==> config.mk <==
export PLATFORM = sky130hd
export DESIGN_NAME = sram_arbiter
export DESIGN_NICKNAME = d
export VERILOG_FILES = /design/src/rtl/sram_arbiter_pkg.sv /design/src/rtl/sram_arbiter_rr_arb2.sv /design/src/rtl/sram_arbiter.sv
export SDC_FILE = /design/constraint.sdc
export NUM_CORES = 1
export LEC_CHECK = 0
export ABC_CLOCK_PERIOD_IN_PS = 7600
export CORE_MARGIN = 1.5
export CORE_UTILIZATION = 43
export CTS_CLUSTER_SIZE = 28
export DETAILED_ROUTE_END_ITERATION = 16
export PLACE_DENSITY = 0.89
export SYNTH_ARGS = -nofsm -noshare
export SYNTH_HDL_FRONTEND = slang
export SYNTH_SLANG_ARGS = --single-unit
==> constraint.sdc <==
create_clock -name clk -period 7.6 [get_ports clk]
set_input_delay 2.28 -clock clk [delete_from_list [all_inputs] [get_ports clk]]
set_output_delay 2.28 -clock clk [all_outputs]
set_load 0.01 [all_outputs]
==> src/rtl/sram_arbiter_pkg.sv <==
// Shared types for the two-port 32-bit over 16-bit SRAM arbiter.
// State encodings and default RAM geometry live here so the top and the bench agree.
package sram_arbiter_pkg;

   localparam int RAM_AW_DEF = 20;
   localparam int RAM_DW_DEF = 16;

   typedef enum logic [1:0] {
      ST_IDLE = 2'd0,
      ST_LO   = 2'd1,
      ST_HI   = 2'd2
   } state_t;

   typedef enum logic {
      OWN_I = 1'b0,
      OWN_D = 1'b1
   } owner_t;

endpackage

==> src/rtl/sram_arbiter_rr_arb2.sv <==
// Two-way round-robin pick, purely combinational; req[0]=instruction, req[1]=data.
// last is the port granted most recently; a lone requester always wins.
module rr_arb2
   import sram_arbiter_pkg::*;
(
   input  logic [1:0] req,
   input  logic       last,
   output logic [1:0] gnt
);

   always_comb begin
      gnt = req;
      if (req == 2'b11) begin
         gnt = (last == OWN_D) ? 2'b01 : 2'b10;
      end
   end

endmodule

==> src/rtl/sram_arbiter.sv <==
// Shares one 16-bit SRAM between instruction and data ports as two half accesses.
// gnt in cycle T gives rvalid at T+3; ports are held off (no gnt) while an access is in flight.
module sram_arbiter
   import sram_arbiter_pkg::*;
#(
   parameter int RAM_AW = RAM_AW_DEF,
   parameter int RAM_DW = RAM_DW_DEF
) (
   input  logic              clk,
   input  logic              rst,
   input  logic              i_req,
   input  logic [31:0]       i_addr,
   output logic              i_gnt,
   output logic              i_rvalid,
   output logic [31:0]       i_rdata,
   input  logic              d_req,
   input  logic [3:0]        d_we,
   input  logic [31:0]       d_addr,
   input  logic [31:0]       d_wdata,
   output logic              d_gnt,
   output logic              d_rvalid,
   output logic [31:0]       d_rdata,
   output logic              ram_en,
   output logic [1:0]        ram_wen,
   output logic [RAM_AW-1:0] ram_addr,
   output logic [RAM_DW-1:0] ram_wdata,
   input  logic [RAM_DW-1:0] ram_rdata
);

   state_t              state_q, state_d;
   owner_t              last_q, last_d;
   owner_t              owner_q, owner_d;
   logic [RAM_AW-2:0]   addr_q, addr_d;
   logic [3:0]          we_q, we_d;
   logic [31:0]         wdata_q, wdata_d;
   logic [RAM_DW-1:0]   lo_q, lo_d;
   logic [31:0]         i_rdata_q, i_rdata_d;
   logic [31:0]         d_rdata_q, d_rdata_d;
   logic                i_rvalid_q, i_rvalid_d;
   logic                d_rvalid_q, d_rvalid_d;
   logic [1:0]          rr_gnt;
   logic                in_idle;

   // Byte-offset and high address bits alias away by design.
   logic unused_addr_bits;
   assign unused_addr_bits = ^{i_addr[31:RAM_AW+1], i_addr[1:0],
                               d_addr[31:RAM_AW+1], d_addr[1:0]};

   rr_arb2 u_rr (
      .req  ({d_req, i_req}),
      .last (last_q),
      .gnt  (rr_gnt)
   );

   assign in_idle = (state_q == ST_IDLE);
   assign i_gnt   = in_idle & rr_gnt[0];
   assign d_gnt   = in_idle & rr_gnt[1];

   always_comb begin
      state_d    = state_q;
      last_d     = last_q;
      owner_d    = owner_q;
      addr_d     = addr_q;
      we_d       = we_q;
      wdata_d    = wdata_q;
      lo_d       = lo_q;
      i_rdata_d  = i_rdata_q;
      d_rdata_d  = d_rdata_q;
      i_rvalid_d = 1'b0;
      d_rvalid_d = 1'b0;
      case (state_q)
         ST_IDLE: begin
            if (d_gnt) begin
               state_d = ST_LO;
               owner_d = OWN_D;
               last_d  = OWN_D;
               addr_d  = d_addr[RAM_AW:2];
               we_d    = d_we;
               wdata_d = d_wdata;
            end else if (i_gnt) begin
               state_d = ST_LO;
               owner_d = OWN_I;
               last_d  = OWN_I;
               addr_d  = i_addr[RAM_AW:2];
               we_d    = 4'b0000;
               wdata_d = 32'h0;
            end
         end
         ST_LO: begin
            state_d = ST_HI;
            lo_d    = ram_rdata;
         end
         ST_HI: begin
            // Port rdata only changes together with its rvalid.
            state_d = ST_IDLE;
            if (owner_q == OWN_D) begin
               d_rvalid_d = 1'b1;
               d_rdata_d  = {ram_rdata, lo_q};
            end else begin
               i_rvalid_d = 1'b1;
               i_rdata_d  = {ram_rdata, lo_q};
            end
         end
         default: state_d = ST_IDLE;
      endcase
   end

   always_ff @(posedge clk or posedge rst) begin
      if (rst) begin
         state_q    <= ST_IDLE;
         last_q     <= OWN_I;
         owner_q    <= OWN_I;
         addr_q     <= '0;
         we_q       <= 4'b0000;
         wdata_q    <= 32'h0;
         lo_q       <= '0;
         i_rdata_q  <= 32'h0;
         d_rdata_q  <= 32'h0;
         i_rvalid_q <= 1'b0;
         d_rvalid_q <= 1'b0;
      end else begin
         state_q    <= state_d;
         last_q     <= last_d;
         owner_q    <= owner_d;
         addr_q     <= addr_d;
         we_q       <= we_d;
         wdata_q    <= wdata_d;
         lo_q       <= lo_d;
         i_rdata_q  <= i_rdata_d;
         d_rdata_q  <= d_rdata_d;
         i_rvalid_q <= i_rvalid_d;
         d_rvalid_q <= d_rvalid_d;
      end
   end

   // RAM side decodes straight from state so a reset drops ram_en at once.
   always_comb begin
      ram_en    = 1'b0;
      ram_wen   = 2'b00;
      ram_addr  = '0;
      ram_wdata = '0;
      if (state_q == ST_LO) begin
         ram_en    = 1'b1;
         ram_wen   = we_q[1:0];
         ram_addr  = {addr_q, 1'b0};
         ram_wdata = wdata_q[RAM_DW-1:0];
      end else if (state_q == ST_HI) begin
         ram_en    = 1'b1;
         ram_wen   = we_q[3:2];
         ram_addr  = {addr_q, 1'b1};
         ram_wdata = wdata_q[2*RAM_DW-1:RAM_DW];
      end
   end

   assign i_rvalid = i_rvalid_q;
   assign d_rvalid = d_rvalid_q;
   assign i_rdata  = i_rdata_q;
   assign d_rdata  = d_rdata_q;

endmodule
* Word-level counts from Yosys, hierarchy flattened
Index checks and enable logic that the tools add are counted.
** Word-level totals
- Register bits :: 140
- Logic and storage cells :: 47
** Operators by class
- Eq/ne operators :: 4
- Mux-type cells :: 25
- Bitwise logic cells :: 3
- Reductions and logical operators :: 5
** Operator list (count)
- $mux W32 :: 2
- $mux W20 :: 2
- $mux W19 :: 2
- $mux W16 :: 2
- $mux W2 :: 6
- $mux W1 :: 8
- $mux W4 :: 2
- $reduce_and A2 Y1 :: 3
- $eq A2 B2 Y1 const B :: 2
- $pmux W2 S2 :: 1
- $ne A3 B3 Y1 const B :: 1
- $and A1 B1 Y1 :: 2
- $eq A2 B1 Y1 const B :: 1
- $logic_not A2 Y1 :: 1
- $reduce_bool A2 Y1 :: 1
- $not A1 Y1 :: 1

* Logic depth before layout (Yosys ltp)
Gate-level depths: netlist of run 1.
- Depth in word-level cells :: 6
- Mapped depth :: 7
- Mapped depth without buffers :: 5

* Modules after synthesis
From an unflattened synthesis of run 1, not the netlist that was laid out.
** Second synthesis, totals
- Cell total of the unflattened synthesis :: 428
- Area, all modules :: 6138.4 µm²
** Modules (own cells, without submodules)
- sram_arbiter :: instances 1, cells each 425, area an instance 6119.6 µm²
- rr_arb2 :: instances 1, cells each 3, area an instance 18.8 µm²

* Worst setup path after synthesis of run 1
No wires, ideal clock.
- Path kind :: input port to output port
- Start :: in d_req
- End :: out d_gnt
- Arrival :: 2.840 ns
- Path slack :: 2.480 ns
- Stages :: 4
- Buffers on the path :: 2
- Path through :: nand2_1 > a21oi_1 > buf_2 > buf_2
** Between the ends
- Word-level cells in the longest chain between the ends :: 3
** Ends and longest elaborated chain
- start: declaration :: line sram_arbiter.sv:16 : input logic d_req,
- $eq A2 B2 Y1 :: line sram_arbiter_rr_arb2.sv:13 : if (req == 2'b11) begin
- $mux W2 * :: line sram_arbiter_rr_arb2.sv:13
- $and A1 B1 Y1 * :: line sram_arbiter.sv:57 : assign d_gnt = in_idle & rr_gnt[1];
- end: declaration :: line sram_arbiter.sv:20 : output logic d_gnt,
Every way passes the cells marked *; elsewhere a longest branch is shown, timed or not.

* Final worst setup path of run 1
- Start :: in i_req
- End :: out i_gnt
** Between the ends
- Word-level cells in the longest chain between the ends :: 3
** Ends and longest elaborated chain
- start: declaration :: line sram_arbiter.sv:11 : input logic i_req,
- $eq A2 B2 Y1 :: line sram_arbiter_rr_arb2.sv:13
- $mux W2 * :: line sram_arbiter_rr_arb2.sv:13
- $and A1 B1 Y1 * :: line sram_arbiter.sv:56 : assign i_gnt = in_idle & rr_gnt[0];
- end: declaration :: line sram_arbiter.sv:13 : output logic i_gnt,
Marked as above.

==> results of run 1 <==
worst max path at each step:
stage,slack [ns],startpoint,end
after global placement,1.22,i_req,i_gnt
after global routing,1.09,i_req,i_gnt
final,1.16,i_req,i_gnt
after CTS,1.18,i_req,i_gnt
after floorplan,1.57,rst,addr_q[0]
after detailed placement,1.18,i_req,i_gnt
power groups by stage:
stage	combinational [W]	sequential, W	clock, W
after floorplan	0.000778	0.00138	0
after global placement	0.00155	0.00132	0
after detailed placement	0.00160	0.00136	0
after CTS	0.00161	0.00135	0.000890
after global routing	0.00171	0.00140	0.000928
final	0.00159	0.00135	0.000874
state kept, by name, summed over array words and instances, names as in the netlist:
signal and flops:
d_rdata 32, lo_q 16, i_rvalid 1, addr_q 19
state_q 2, d_rvalid 1, we_q 4, i_rdata 32
owner_q 1, wdata_q 32
worst register-to-register path: stages (launching register included):
cell and delay, ns:
dfrtp_1 0.40, inv_1 0.11, ha_1 0.72, nor2b_4 0.95, mux2_2 0.44
cells by family after synthesis:
logic type,count (synthesis),synth area share
muxes,81,0.160
DFF,140,0.616
adders and majority gates,4,0.00881
AOI/OAI and AO/OA,77,0.108
buffers and inverters,36,0.0288
and+or+nand+nor,84,0.0773
metrics by stage:
step | instances | instance area, um^2
2_1_floorplan | 422 | 5680
3_3_place_gp | 766 | 7820
3_5_place_dp | 766 | 7820
4_1_cts | 798 | 8450
5_1_grt | 798 | 8450
6_report | 798 | 8450
final cells by class:
class / count / area (um^2)
clock inverter: 12 / 188
fill: 900 / 4320
inverter: 4 / 20.0
sequential: 140 / 3500
timing repair buffer: 204 / 2030
tap: 172 / 215
multi-input combinational: 246 / 2050
clock buffer: 20 / 447
routing by layer:
metal  global-route usage  vias to the layer above
li1                     -                     1899
met1                0.263                     2065
met2                0.336                      166
met3               0.0586                       23
met4               0.0869                        0
met5                    0                        -
placed cells by master (no fill, tap or decap), drive strengths merged, types with 6 or more instances in the layout:
cell / instances
clkdlybuf4s50: 200
clkbuf: 20
mux2: 81
and2b: 15
nand2: 41
inv: 6
o21ai: 19
and3: 19
a221o: 19
dfrtp: 140
a22o: 36
cells in the mapped netlist, types with 3 or more instances:
cell type  instances  area, um^2
dfrtp_1          140        3500
mux2_2            80         901
nand2_1           41         154
a22o_1            36         315
a221o_1           19         190
and3_1            19         119
o21ai_0           18        90.1
buf_2             17        85.1
and2b_1           15         113
clkbuf_1          13        48.8
nor2b_1            5        31.3
ha_1               4        50.1
inv_1              4        15.0
a21oi_1            3        15.0
==> results.ini, run 1 <==
[setup_path]
crit_chain = clkdlybuf4s50_1 -> and2_1 -> and2_1 -> clkdlybuf4s50_1
r2r_end = i_rdata[23]
cp_max_fo = 21
path_class = primary input to primary output
critical_path_buf_inv_count = 2
crit_family = buffers and inverters
crit_required_ns = 5.32
r2r_start = state_q[0]
worst_r2r_path_depth = 4
r2r_setup_slack_ns = 4.86
worst_setup_path_end_kind = primary output
max_stage_delay_ns = 0.59
cp_slowest_cell = clkdlybuf4s50_1
cp_num_cells = 4
start_kind = primary input
cp_data_arrival_time_ns = 4.16

[place]
dp_slack_ns = 1.18
port_buffers = 200
post-dp-hpwl_mm = 9.28
gp_congestion = 0.750

[clock_network]
post_cts_resized = 0
cts_tree = built
htreeDepth = 4
cts-root-buf = clkbuf_16
clkTransAtPathRegs_ns = 0.05
clock_path_buffers = 2
tritoncts_num_sinks = 140
clk_latency_ns = 0.41
cts-buffers-inserted = 17
hold_buffers = 0
post_cts_buffers = 0

[routing]
viasPerCell = 5.20
dr_total_vias = 4153
dr.pass1.iters = 4
routed-wl-met3_um = 794
wl_mm = 13.8
wl_per_cell_um = 17.3
drc = 0
drt-initial-drc-count = 293
wl_met1_mm = 6.14
met2_length_mm = 6.58
highest_layer = met4
ant_nets = 0

[global_route]
grt_pass1_wl_mm = 22.7
overflow = 0
grtUsageTotal = 0.208
grt_max_degree = 82
antenna_found_initial = 0
grt_pass1_vias = 4390

[logic_synthesis]
synth_edf_count = 0
synth_cell_types = 20
synth_cells = 422
syn_area_per_cell_um2 = 13.5
yosysWarnings = 0
ys_seq_area_frac = 0.616
postSynthRegisterBits = 140
syn_area_mm2 = 0.00568
yosys_most_used_dff = dfrtp_1
synth-async-reset-ratio = 1.00
syn_nets = 546

[worst_hold_path]
min-delay-start = d_rdata[12]
hold_class = flop to flop
hold_end = d_rdata[12]
whs_path_depth = 1

[timing]
finalCriticalPeriod_ns = 6.44
rsz0062_at_grt = false
fmax_mhz = 155
whs_ns = 0.504
fin_worst_skew_ns = 0.00650
fin_setup_tns_ns = 0
final.setup.worst_slack_ns = 1.16
slew_headroom = 0.242
tightest_slew_ns = 1.14
period_share = 0.847
slew_viol_final = 0
setup_violations = 0
final_hold_viol_count = 0

[floorplan]
die_x_um = 118
chipHeight_um = 118
coreArea_mm2 = 0.0128
initial_core_util = 0.445
rows = 41
dieArea_mm2 = 0.0139
top_level_ports = 227

[power]
seqPwrFrac = 0.354
power.switching_w = 0.00119
p_int_w = 0.00263
pwr-share-comb = 0.417
p_sw_frac = 0.312
total_leakage_power_nw = 3.64
power.share.clock = 0.229
power_w = 0.00382
worst_ir_drop_vdd_v = 0.000193
powerDensity_mw_per_mm2 = 451

[layout]
drive_gt1_frac = 0.190
diodes = 0
utilization = 0.662
syn_to_final_growth_pct = 48.7
layout.nets = 737

[run]
drv_cap = 0

[status]
outcome = finished clean

Power figures use the tool's default switching activity.
==> inputs of run 2 (changes only) <==
ABC_CLOCK_PERIOD_IN_PS = 6300   (was 7600)
clock period = 6.3 ns   (was 7.6 ns; I/O delays follow)
==> run 2 against run 1 <==
- largest power group unchanged
- flip-flop and latch count did not move
- first-iteration DRC count shrank 13%
- sequential share of layout area rose by 0.30 points
- total power is 18% higher
- clock skew up 0.0046 ns
==> results.ini, run 2 (same netlist as run 1, synthesis figures left out) <==
[status]
outcome = finished clean

[timing]
fmax_mhz = 181
setup_violations = 0
rsz0062_at_grt = false
final_hold_viol_count = 0
finalCriticalPeriod_ns = 5.52
tightest_slew_ns = 1.16
final.setup.worst_slack_ns = 0.779
slew_headroom = 0.225
fin_worst_skew_ns = 0.0111
period_share = 0.876
slew_viol_final = 0
fin_setup_tns_ns = 0
whs_ns = 0.503

[clock_network]
clk_latency_ns = 0.42
clock_path_buffers = 2
post_cts_buffers = 0
cts-root-buf = clkbuf_16
hold_buffers = 0
clkTransAtPathRegs_ns = 0.06
htreeDepth = 4
tritoncts_num_sinks = 140
cts-buffers-inserted = 17
cts_tree = built
post_cts_resized = 0

[layout]
layout.nets = 739
final_cell_mix = clkdlybuf4s50_1 (200), dfrtp_1 (140), mux2_2 (80), nand2_1 (41), a22o_1 (36)
finalNonFillerCells = 800
utilization = 0.657
drive_gt1_frac = 0.193
diodes = 0
fillers = 912
final_common_cell = clkdlybuf4s50_1
syn_to_final_growth_pct = 47.7

[power]
p_sw_frac = 0.321
worst_ir_drop_vdd_v = 0.000205
seqPwrFrac = 0.362
total_leakage_power_nw = 3.62
pwr-share-comb = 0.429
powerDensity_mw_per_mm2 = 535
power.share.clock = 0.209
p_int_w = 0.00305
power.switching_w = 0.00144

[routing]
dr.pass1.iters = 4
drt-initial-drc-count = 254
viasPerCell = 5.25
ant_nets = 0
wl_per_cell_um = 17.3
drc = 0
dr_total_vias = 4196
wl_mm = 13.8

[global_route]
grt_max_degree = 92
antenna_found_initial = 0
overflow = 0
grtUsageTotal = 0.207
grt_pass1_vias = 4391
grt_pass1_wl_mm = 22.6

[setup_path]
crit_family = buffers and inverters
worst_setup_path_end_kind = primary output
crit_chain = clkdlybuf4s50_1 -> nand2b_1 -> and2_1 -> clkdlybuf4s50_1
crit_required_ns = 4.41
critical_path_buf_inv_count = 2
path_class = primary input to primary output
start_kind = primary input
cp_data_arrival_time_ns = 3.63
cp_max_fo = 20
cp_slowest_cell = clkdlybuf4s50_1
max_stage_delay_ns = 0.56
critical_path.most_common_cell = clkdlybuf4s50_1

[place]
port_buffers = 200
gp_congestion = 0.748
dp_cells = 768
dp_slack_ns = 0.783
post-dp-hpwl_mm = 9.39

[run]
drv_cap = 0

[floorplan]
chipHeight_um = 118
coreArea_mm2 = 0.0128
initial_core_util = 0.445
dieArea_mm2 = 0.0139
top_level_ports = 227
rows = 41
die_x_um = 118

[worst_hold_path]
hold_class = flop to flop

## run 2: per-layer routing
metal | share of wire | global-route usage
met5 | 0 | 0
met1 | 0.43 | 0.262
met2 | 0.48 | 0.332
met4 | 0.022 | 0.0922
met3 | 0.067 | 0.0596
## run 2: path summary, 6_finish.rpt
kind,start,to,slack (ns),cells past startpoint
setup / recovery,d_req,i_gnt,0.78,4
hold / removal,d_rdata[6],d_rdata[6],0.50,1
setup reg to reg,state_q[0],i_rdata[22],3.53,4
hold reg to reg,d_rdata[6],d_rdata[6],0.50,1
max in group asynchronous,rst,wdata_q[16],3.13,3
min in group asynchronous,rst,i_rdata[30],2.00,2
## run 2: power by group through the flow
stage                     registers, W  logic, W  clock network [W]
after floorplan                0.00167  0.000938                  0
after global placement         0.00160   0.00188                  0
after detailed placement       0.00163   0.00194                  0
after CTS                      0.00163   0.00195           0.000959
after global routing           0.00168   0.00206           0.000998
final                          0.00162   0.00192           0.000940
## run 2: per-stage QoR
stage,instance area (um^2),power [W]
floorplan,5680,0.00260
global placement,7840,0.00348
detailed placement,7840,0.00357
CTS,8390,0.00453
global route,8390,0.00474
finish,8390,0.00449
## run 2: area by class of cell
class	instances	area (um^2)	area share
Multi-Input combinational cell	246	2050	0.244
Sequential cell	140	3500	0.417
Clock inverter	12	111	0.0133
Inverter	4	20.0	0.00239
Clock buffer	20	447	0.0532
Timing Repair Buffer	206	2050	0.244
Tap cell	172	215	0.0256
## run 2: worst register-to-register path, cell delays in order, from the launching register on
cell     delay [ns]
dfrtp_1        0.41
inv_1          0.11
ha_1           0.71
nor2b_4        0.95
mux2_2         0.46
==> inputs of run 3 (changes only) <==
SETUP_SLACK_MARGIN = 0.1   (was default)
SLEW_MARGIN = 30   (was default)
==> run 3 against run 2 <==
- critical path depth stayed put
- worst hold slack better by 0.0010 ns
- cell count is 0.13% higher
- setup slack worse by 0.030 ns
- flip-flop and latch count stayed put
- wire length is 0.66% higher
- design area is 0.57% higher
- combinational power hardly changed
- highest routed layer unchanged
- via count is 0.38% lower
- register-to-register slack better by 0.28 ns
==> results.ini, run 3 (same netlist as run 1, synthesis figures left out) <==
[clock_network]
cts-root-buf = clkbuf_16
hold_buffers = 0
post_cts_resized = 0
clk_latency_ns = 0.42
clkTransAtPathRegs_ns = 0.06
tritoncts_num_sinks = 140
clock_path_buffers = 2
cts-buffers-inserted = 17
htreeDepth = 4
cts_tree = built
post_cts_buffers = 0

[setup_path]
r2r_setup_slack_ns = 3.81
cp_max_fo = 20
r2r_end = i_rdata[22]
cp_data_arrival_time_ns = 3.66
start_kind = primary input
worst_setup_path_end_kind = primary output
crit_required_ns = 4.41
path_class = primary input to primary output
r2r_start = state_q[0]
worst_r2r_path_depth = 5

[layout]
diodes = 0
final_cell_mix = clkdlybuf4s50_1 (200), dfrtp_1 (140), mux2_2 (80), nand2_1 (41), a22o_1 (36)
drive_gt1_frac = 0.199
design_area_mm2 = 0.00844
final_common_cell = clkdlybuf4s50_1
layout.nets = 740
syn_to_final_growth_pct = 48.5

[timing]
finalCriticalPeriod_ns = 5.55
setup_violations = 0
fin_worst_skew_ns = 0.00883
rsz0062_at_grt = false
final_hold_viol_count = 0
fin_setup_tns_ns = 0
fmax_mhz = 180
slew_viol_final = 0
period_share = 0.881
slew_headroom = 0.434
tightest_slew_ns = 0.849

[global_route]
grtUsageTotal = 0.209
overflow = 0
antenna_found_initial = 0
grt_pass1_wl_mm = 22.7
grt_max_degree = 92
grt_pass1_vias = 4482

[power]
worst_ir_drop_vdd_v = 0.000219
power_w = 0.00452
total_leakage_power_nw = 3.65
powerDensity_mw_per_mm2 = 535

[place]
post-dp-hpwl_mm = 9.40
port_buffers = 200
placed_area_mm2 = 0.00784
gp_congestion = 0.748

[run]
drv_cap = 0

[floorplan]
top_level_ports = 227
chipHeight_um = 118
dieArea_mm2 = 0.0139
rows = 41
initial_core_util = 0.445
die_x_um = 118
coreArea_mm2 = 0.0128

[worst_hold_path]
min-delay-start = d_rdata[6]
hold_end = d_rdata[6]
whs_path_depth = 1
hold_class = flop to flop

[routing]
drt-initial-drc-count = 234
wl_per_cell_um = 17.4
dr_total_vias = 4180
dr.pass1.iters = 4
wl_mm = 13.9
viasPerCell = 5.22
ant_nets = 0
drc = 0

[status]
outcome = finished clean

## run 3: critical path: stages
cell             delay [ns]
clkdlybuf4s50_1        0.51
nand2b_1               0.48
and2_1                 0.21
clkdlybuf4s50_1        0.57
## run 3: how the worst max path moves through the flow
stage | from | slack (ns) | end | depth (start not counted)
final | d_req | 0.75 | i_gnt | 4
after floorplan | rst | 0.66 | addr_q[0] | 1
after global routing | d_req | 0.63 | i_gnt | 4
after CTS | d_req | 0.76 | i_gnt | 4
after detailed placement | d_req | 0.78 | i_gnt | 4
after global placement | d_req | 0.82 | i_gnt | 4
## run 3: routing by layer
layer / wire length (um) / vias to the layer above / global-route usage
li1: - / 1909 / -
met1: 5890 / 2046 / 0.250
met2: 6790 / 195 / 0.345
met3: 936 / 30 / 0.0707
met4: 316 / 0 / 0.0877
met5: 0 / - / 0
## run 3: layout make-up
type	count	area (um^2)
clock buffers	20	467
clock inverters	12	109
fillers	870	4330
inverters	4	20.0
multi-input cells	246	2050
flip-flops and latches	140	3500
well taps	172	215
repair buffers	207	2070
## run 3: per-stage QoR
stage / setup slack (ns) / std cells / utilization / hold slack, ns
2_1_floorplan: 0.657 / 422 / - / 0.472
3_3_place_gp: 0.825 / 768 / 0.613 / 0.486
3_5_place_dp: 0.780 / 768 / 0.614 / 0.491
4_1_cts: 0.764 / 800 / 0.659 / 0.507
5_1_grt: 0.633 / 801 / 0.661 / 0.520
6_report: 0.749 / 801 / 0.661 / 0.504
## run 3: power by group
part           switching [W]  internal [W]
Sequential          0.000270       0.00136
Clock               0.000382      0.000577
Combinational       0.000791       0.00114
